File: config.mk
export PLATFORM = sky130hd
export DESIGN_NAME = pulse_meas
export DESIGN_NICKNAME = d
export VERILOG_FILES = /design/src/rtl/pulse_meas.sv
export SDC_FILE = /design/constraint.sdc
export NUM_CORES = 1
export LEC_CHECK = 0
export BUFFER_PORTS_ARGS = -buffer_cell sky130_fd_sc_hd__buf_2
export CORE_ASPECT_RATIO = 1.1
export CORE_MARGIN = 5
export CORE_UTILIZATION = 27
export DETAILED_ROUTE_END_ITERATION = 10
export GPL_TIMING_DRIVEN = 0
export PLACE_DENSITY = 0.54
export SETUP_SLACK_MARGIN = 0.1
export SLEW_MARGIN = 20
export SYNTH_ARGS = -nofsm -noshare
export SYNTH_HDL_FRONTEND = slang
export SYNTH_SLANG_ARGS = --single-unit
File: constraint.sdc
create_clock -name clk -period 5.4 [get_ports clk]
set_input_delay 1.08 -clock clk [delete_from_list [all_inputs] [get_ports clk]]
set_output_delay 1.08 -clock clk [all_outputs]
set_load 0.02 [all_outputs]
File: src/rtl/pulse_meas.sv
// Measures pulseIn high time in clk cycles, rejects pulses shorter than minCount as glitches,
// and holds each accepted width behind a valid/ack handshake. Define PULSE_MEAS_SYNC_EN to add a 2-flop input synchronizer.
module pulse_meas #(
  parameter int WIDTH = 32,
  parameter int GW    = 16
) (
  input  logic             clk,
  input  logic             reset,
  input  logic             pulseIn,
  input  logic [WIDTH-1:0] minCount,
  input  logic             ack,
  input  logic             clearStats,
  output logic             valid,
  output logic [WIDTH-1:0] width,
  output logic             overflow,
  output logic             glitch,
  output logic [GW-1:0]    glitchCount,
  output logic             dropped,
  output logic             busy
);

  typedef enum logic [1:0] {IDLE, ARMED, MEASURE, REPORT} state_t;

  localparam logic [WIDTH-1:0] CNT_MAX = '1;
  localparam logic [GW-1:0]    GC_MAX  = '1;

  state_t           state, state_nxt;
  logic             pulse_s;
  logic             pulse_q;
  logic [WIDTH-1:0] count;
  logic             ovf;
  logic [WIDTH-1:0] min_eff;
  logic             accept;
  logic             load_res;
  logic             glitch_evt;

`ifdef PULSE_MEAS_SYNC_EN
  // Reset high so a line already high at reset release is not mistaken for a fresh edge.
  logic [1:0] sync_q;
  always_ff @(posedge clk) begin
    if (reset) sync_q <= 2'b11;
    else       sync_q <= {sync_q[0], pulseIn};
  end
  assign pulse_s = sync_q[1];
`else
  assign pulse_s = pulseIn;
`endif

  assign min_eff = (minCount == '0) ? WIDTH'(1) : minCount;
  assign accept  = (count >= min_eff);
  assign valid   = (state == REPORT);
  assign busy    = (state == MEASURE) || (state == REPORT);

  always_comb begin
    state_nxt  = state;
    load_res   = 1'b0;
    glitch_evt = 1'b0;
    case (state)
      IDLE:    if (!pulse_s) state_nxt = ARMED;
      ARMED:   if (pulse_s)  state_nxt = MEASURE;
      MEASURE: begin
        if (!pulse_s) begin
          if (accept) begin
            state_nxt = REPORT;
            load_res  = 1'b1;
          end else begin
            state_nxt  = ARMED;
            glitch_evt = 1'b1;
          end
        end
      end
      REPORT:  if (ack) state_nxt = pulse_s ? IDLE : ARMED;
      default: state_nxt = IDLE;
    endcase
  end

  always_ff @(posedge clk) begin
    if (reset) begin
      state       <= IDLE;
      pulse_q     <= 1'b1;
      count       <= '0;
      ovf         <= 1'b0;
      width       <= '0;
      overflow    <= 1'b0;
      glitch      <= 1'b0;
      glitchCount <= '0;
      dropped     <= 1'b0;
    end else begin
      state   <= state_nxt;
      pulse_q <= pulse_s;
      glitch  <= glitch_evt;

      if (state == ARMED && pulse_s) begin
        count <= WIDTH'(1);
        ovf   <= 1'b0;
      end else if (state == MEASURE && pulse_s) begin
        // Saturate rather than wrap; ovf records that at least one increment was lost.
        if (count == CNT_MAX) ovf <= 1'b1;
        else                  count <= count + WIDTH'(1);
      end

      if (load_res) begin
        width    <= count;
        overflow <= ovf;
      end

      if (clearStats)
        glitchCount <= '0;
      else if (glitch_evt && glitchCount != GC_MAX)
        glitchCount <= glitchCount + GW'(1);

      if (clearStats)
        dropped <= 1'b0;
      else if (state == REPORT && pulse_s && !pulse_q)
        dropped <= 1'b1;
    end
  end

endmodule

After elaboration in Yosys (flattened, before gate mapping)
Cells that the tools add are included.
{ "op_classes": {"n_reduce_logical": 16, "n_eq_ne": 10, "bitwise": 1, "n_mux": 17, "add_sub_neg": 2, "magnitude_cmp": 1} }
{ "ops": {"columns": ["operator", "count"], "rows": [
  ["$add A32 B1 Y32 const B", 1],
  ["$eq A32 B32 Y1 const B", 1],
  ["$ge A32 B32 Y1", 1],
  ["$logic_not A32 Y1", 1],
  ["$mux W32", 1],
  ["$add A16 B1 Y16 const B", 1],
  ["$ne A16 B16 Y1 const B", 1],
  ["$mux W1", 10],
  ["$mux W2", 5],
  ["$ne A2 B2 Y1 const B", 5],
  ["$pmux W2 S4", 1],
  ["$reduce_and A2 Y1", 3],
  ["$logic_and A1 B1 Y1", 5],
  ["$eq A2 B2 Y1 const B", 2],
  ["$reduce_and A4 Y1", 1],
  ["$reduce_or A2 Y1", 2],
  ["$eq A2 B1 Y1 const B", 1],
  ["$logic_not A2 Y1", 1],
  ["$reduce_bool A2 Y1", 1],
  ["$logic_not A1 Y1", 1],
  ["$logic_or A1 B1 Y1", 1],
  ["$not A1 Y1", 1]
]} }
{ "totals": {"word_cells": 57, "register_bits": 87, "out_inout_bits": 53, "in_bits": 37} }

Depth between registers and ports, before layout
{ "logic_depth": {"word_depth": 7, "depth_mapped": 13, "ltp_nobuf": 11} }

Worst setup path after synthesis
Ideal clock, no wire load.
{ "synth_timing": {"kind": "in2reg", "start": "input minCount[25]", "end": "register width[10]", "required_ns": 5.272, "setup_ns": 0.128, "t_arrival_ns": 3.288, "stages": 13, "slack_ns": 1.984, "n_path_buf": 2, "cell_sequence": "nor4_1 > nand4_1 > o21bai_1 > ha_1 > nand2b_1 > a2111oi_0 > or4_4 > a31oi_4 > o21bai_1 > buf_6 > buf_6 > mux2i_1 > nor2_1"} }
{ "synth_between": {"elab_chain_len": 6} }
{ "synth_rtl": {"columns": ["item", "line_no", "rtl"], "rows": [
  ["start, declared", "10", "input logic [WIDTH-1:0] minCount,"],
  ["$logic_not A32 Y1", "49", "assign min_eff = (minCount == '0) ? WIDTH'(1) : minCount;"],
  ["$mux W32 *", "49", null],
  ["$ge A32 B32 Y1 *", "50", "assign accept = (count >= min_eff);"],
  ["$mux W1 *", "63", "if (accept) begin"],
  ["$mux W1 *", "62", "if (!pulse_s) begin"],
  ["$mux W1 *", "58", "case (state)"],
  ["end signal, assigned", "103", "width <= count;"],
  ["end, declared", "14", "output logic [WIDTH-1:0] width,"]
]} }
Mark *: on every way between the ends. The rest lies on a longest branch, timed or not.
A chain may end at the register's enable or synchronous reset.

Final worst setup path
{ "layout_timing": {"start": "input minCount[17]", "end": "register glitchCount[7]"} }
{ "layout_between": {"elab_chain_len": 7} }
{ "layout_rtl": {"columns": ["item", "line_no", "rtl"], "rows": [
  ["$logic_not A32 Y1", "49", null],
  ["$mux W32 *", "49", null],
  ["$ge A32 B32 Y1 *", "50", null],
  ["$mux W1 *", "63", null],
  ["$mux W1 *", "62", null],
  ["$mux W1 *", "58", null],
  ["$logic_and A1 B1 Y1 *", "109", "else if (glitch_evt && glitchCount != GC_MAX)"],
  ["end signal, assigned", "110", "glitchCount <= glitchCount + GW'(1);"],
  ["end, declared", "17", "output logic [GW-1:0] glitchCount,"]
]} }
Marked as above.

==> run_results.csv <==
group,metric,value,unit
worst_setup_path,cpPeakStageDelay,0.51,ns
hold_path,min_path_type,"flip-flop to flip-flop",
logic_synthesis,yosys.area.top_type_share,38.2,%
logic_synthesis,yosysUniqueCellTypes,48,
placement,hpwl,9950,um
logic_synthesis,synth.top_cells.by_count,"87 x dfxtp_1, 81 x nor2_1, 37 x inv_1, 37 x mux2i_1, 34 x ha_1",
logic_synthesis,syn_nets,595,
placement,port_buffers,87,
die,fp.dieH,146,um
clock_network,clkTransAtPathRegs,0.06,ns
timing,finalSetupViolCount,0,
worst_setup_path,cp_slowest_cell,"nor4_1",
logic_synthesis,ys_seq_elements,87,
routing,viasPerCell,4.85,
worst_setup_path,cp.arrival,4.33,ns
power,p_per_area,237,mW/mm2
placement,gp_congestion,0.779,
worst_setup_path,crit_path_max_fanout,8,
job,maxCapViolCount,0,
die,initial_core_util,27.7,%
global_route,grt_max_degree,14,
final_layout,drive_above_1_share,18.4,%
clock_network,htree_levels,3,
timing,slew_violations,0,
global_route,globalRoute.totalOverflow,0,
logic_synthesis,ys_seq_area_share,38.2,%
timing,max_clock_freq,246,MHz
logic_synthesis,synth_top_cell_by_area,"dfxtp_1",
die,pin_count,90,
global_route,antenna_found_initial,0,
timing,worst_slew_pin_slew,0.787,ns
logic_synthesis,syn-cell-area,0.00456,mm2
power,vdd_ir_drop_max,0.151,mV
die,coreArea,0.0165,mm2
die,die_x,134,um
timing,final-hold-violation-count,0,
logic_synthesis,syn_avg_cell_area,8.71,um2
global_route,grt_pass1_wl,20900,um
timing,holdWs,0.470,ns
die,rows,49,
global_route,grt_pass1_vias,4212,
worst_setup_path,end_kind,"flip-flop",
worst_setup_path,critPathMostFrequentCell,"nand4_1",
routing,drt_iter0_drc,199,
clock_network,cts_hold_buf,0,
global_route,grt_use_total,13.1,%
logic_synthesis,async_flop_share,0,%
routing,final_antenna_net_count,0,
routing,wire_per_inst,15.0,um
timing,finalCritPeriodShare,75.3,%
routing,routed_wl,12500,um
timing,rsz0062_at_grt,"false",
final_layout,fillCellCount,1712,
clock_network,cts_setup_buffers,0,
final_layout,diodes,0,
worst_setup_path,crit_chain,"buf_2 -> nor4_1 -> nand4_1 -> o21bai_1 -> ha_1 -> nand2b_1 -> a2111oi_0 -> or4_4 -> a31o_1 -> nand4_1 -> or3_1 -> a21oi_1",
logic_synthesis,syn-instance-count,524,
final_layout,layout.nets,693,
power,p_total,1.31,mW
logic_synthesis,yosysMostFrequentCell,"dfxtp_1",
clock_network,cts_buffers,9,
worst_setup_path,critPathKind,"input pin to flip-flop",
timing,clock_skew,0.00648,ns
clock_network,cts.sinks,87,
routing,drt_pass1_iterations,5,
power,leakagePower,2.70,nW
worst_setup_path,startpoint_type,"input pin",
logic_synthesis,yosys_warnings,0,
logic_synthesis,synthTopCellsByArea,"dfxtp_1 38%, ha_1 9.3%, mux2i_1 8.1%, nor2_1 6.7%, xor2_1 4.2%",
clock_network,cts_tree,"done",
clock_network,cts-root-buf,"clkbuf_16",
clock_network,clk_path_buf_depth,2,
logic_synthesis,synth_ff_type,"dfxtp_1",
timing,slew_headroom,47.4,%
status,outcome,"finished, final reports clean",
worst_setup_path,cp.required,5.66,ns
final_layout,final_util,33.6,%
clock_network,post_cts_resized,0,
final_layout,syn2layout_area_growth,21.3,%
timing,period_needed,4.07,ns
logic_synthesis,synth_edf_count,0,
worst_setup_path,path_buf_inv,1,
timing,setup-tns-final,0,ns
routing,drc,0,
routing,via_count,4028,
worst_setup_path,path_delay_family,"simple AND/OR/NAND/NOR gates",
clock_network,clock_latency,0.33,ns
die,die_area,0.0196,mm2
[cells in the final DEF, fill, tap and decap left out, types with 2 or more instances in the layout]
cell type	instances
dfxtp_1	87
buf_2	87
nor2_1	81
inv_1	37
mux2i_1	37
ha_1	34
nand2_1	27
a21oi_1	23
xor2_1	22
nand3_1	21
nand4_1	19
and3_1	19
clkbuf_1	16
o21ai_0	13
nor4_1	13
xnor2_1	10
or3_1	9
clkbuf_16	9
and4_1	6
and2_1	6
buf_6	5
a31oi_1	3
nand2b_1	3
nor3_1	3
nand4b_1	2
o211ai_1	2
or4_1	2
a211oi_1	2
a2111oi_0	2
o21bai_1	2
clkinv_2	2
[cell families after synthesis]
kind of cell | after synthesis | share of synthesized area, %
AO/OA/AOI/OAI | 58 | 8.42
XOR/XNOR | 32 | 6.14
adder cells (fa/ha/maj) | 34 | 9.32
buffers and inverters | 57 | 5.51
flip-flops | 87 | 38.2
multiplexers | 37 | 8.12
AND/OR/NAND/NOR | 219 | 24.3
[per-layer routing]
layer	share of wire [%]	GRT usage, %	up-vias
met1	46	16.2	1902
met5	0	0	-
li1	-	-	2037
met2	49	22.4	74
met3	4.1	2.82	15
met4	1.8	4.37	0
[worst register-to-register path, cell delays in order (launching register included)]
cell and delay (ns):
dfxtp_1 0.47, inv_1 0.12, ha_1 0.30, nand2b_1 0.14
a2111oi_0 0.44, or4_4 0.22, a31o_1 0.25, nand4_1 0.33
or3_1 0.41, a21oi_1 0.14
[flip-flops by register name, summed over array words and instances, names as in the netlist]
signal and flops:
count 32, dropped 1, glitch 1, glitchCount 16
overflow 1, ovf 1, pulse_q 1, state 2
width 32
[report_power, final]
group,internal (mW),switching (mW),leakage (nW)
Clock,0.355,0.244,0.135
Sequential,0.643,0.00166,0.701
Combinational,0.0246,0.0408,1.86
[final timing paths]
kind	startpoint	to	slack (ns)	cells past startpoint
max	minCount[17]	glitchCount[7]$_SDFFE_PP0P_	1.33	12
min	ovf$_SDFFE_PP0P_	ovf$_SDFFE_PP0P_	0.47	2
max reg2reg	count[0]$_SDFFE_PP0P_	glitchCount[7]$_SDFFE_PP0P_	2.51	9
min reg2reg	ovf$_SDFFE_PP0P_	ovf$_SDFFE_PP0P_	0.47	2
[area by class of cell]
cell class	count	area, um2	share of cell area, %
buffer	19	109	1.97
timing repair buffer	87	435	7.87
inverter	38	143	2.58
clock buffer	11	233	4.21
tap	204	255	4.61
multi-input combinational	380	2570	46.4
clock inverter	4	47.5	0.859
sequential	87	1740	31.5
[per-stage QoR]
stage / worst slack (ns) / cells / cell area (um2)
after floorplan: 1.98 / 524 / 4560
after global placement: 1.00 / 815 / 5250
after detailed placement: 0.960 / 815 / 5250
after CTS: 1.30 / 830 / 5530
after global routing: 1.17 / 830 / 5530
final: 1.33 / 830 / 5530
Note: power is estimated with default switching activity, not from simulation.
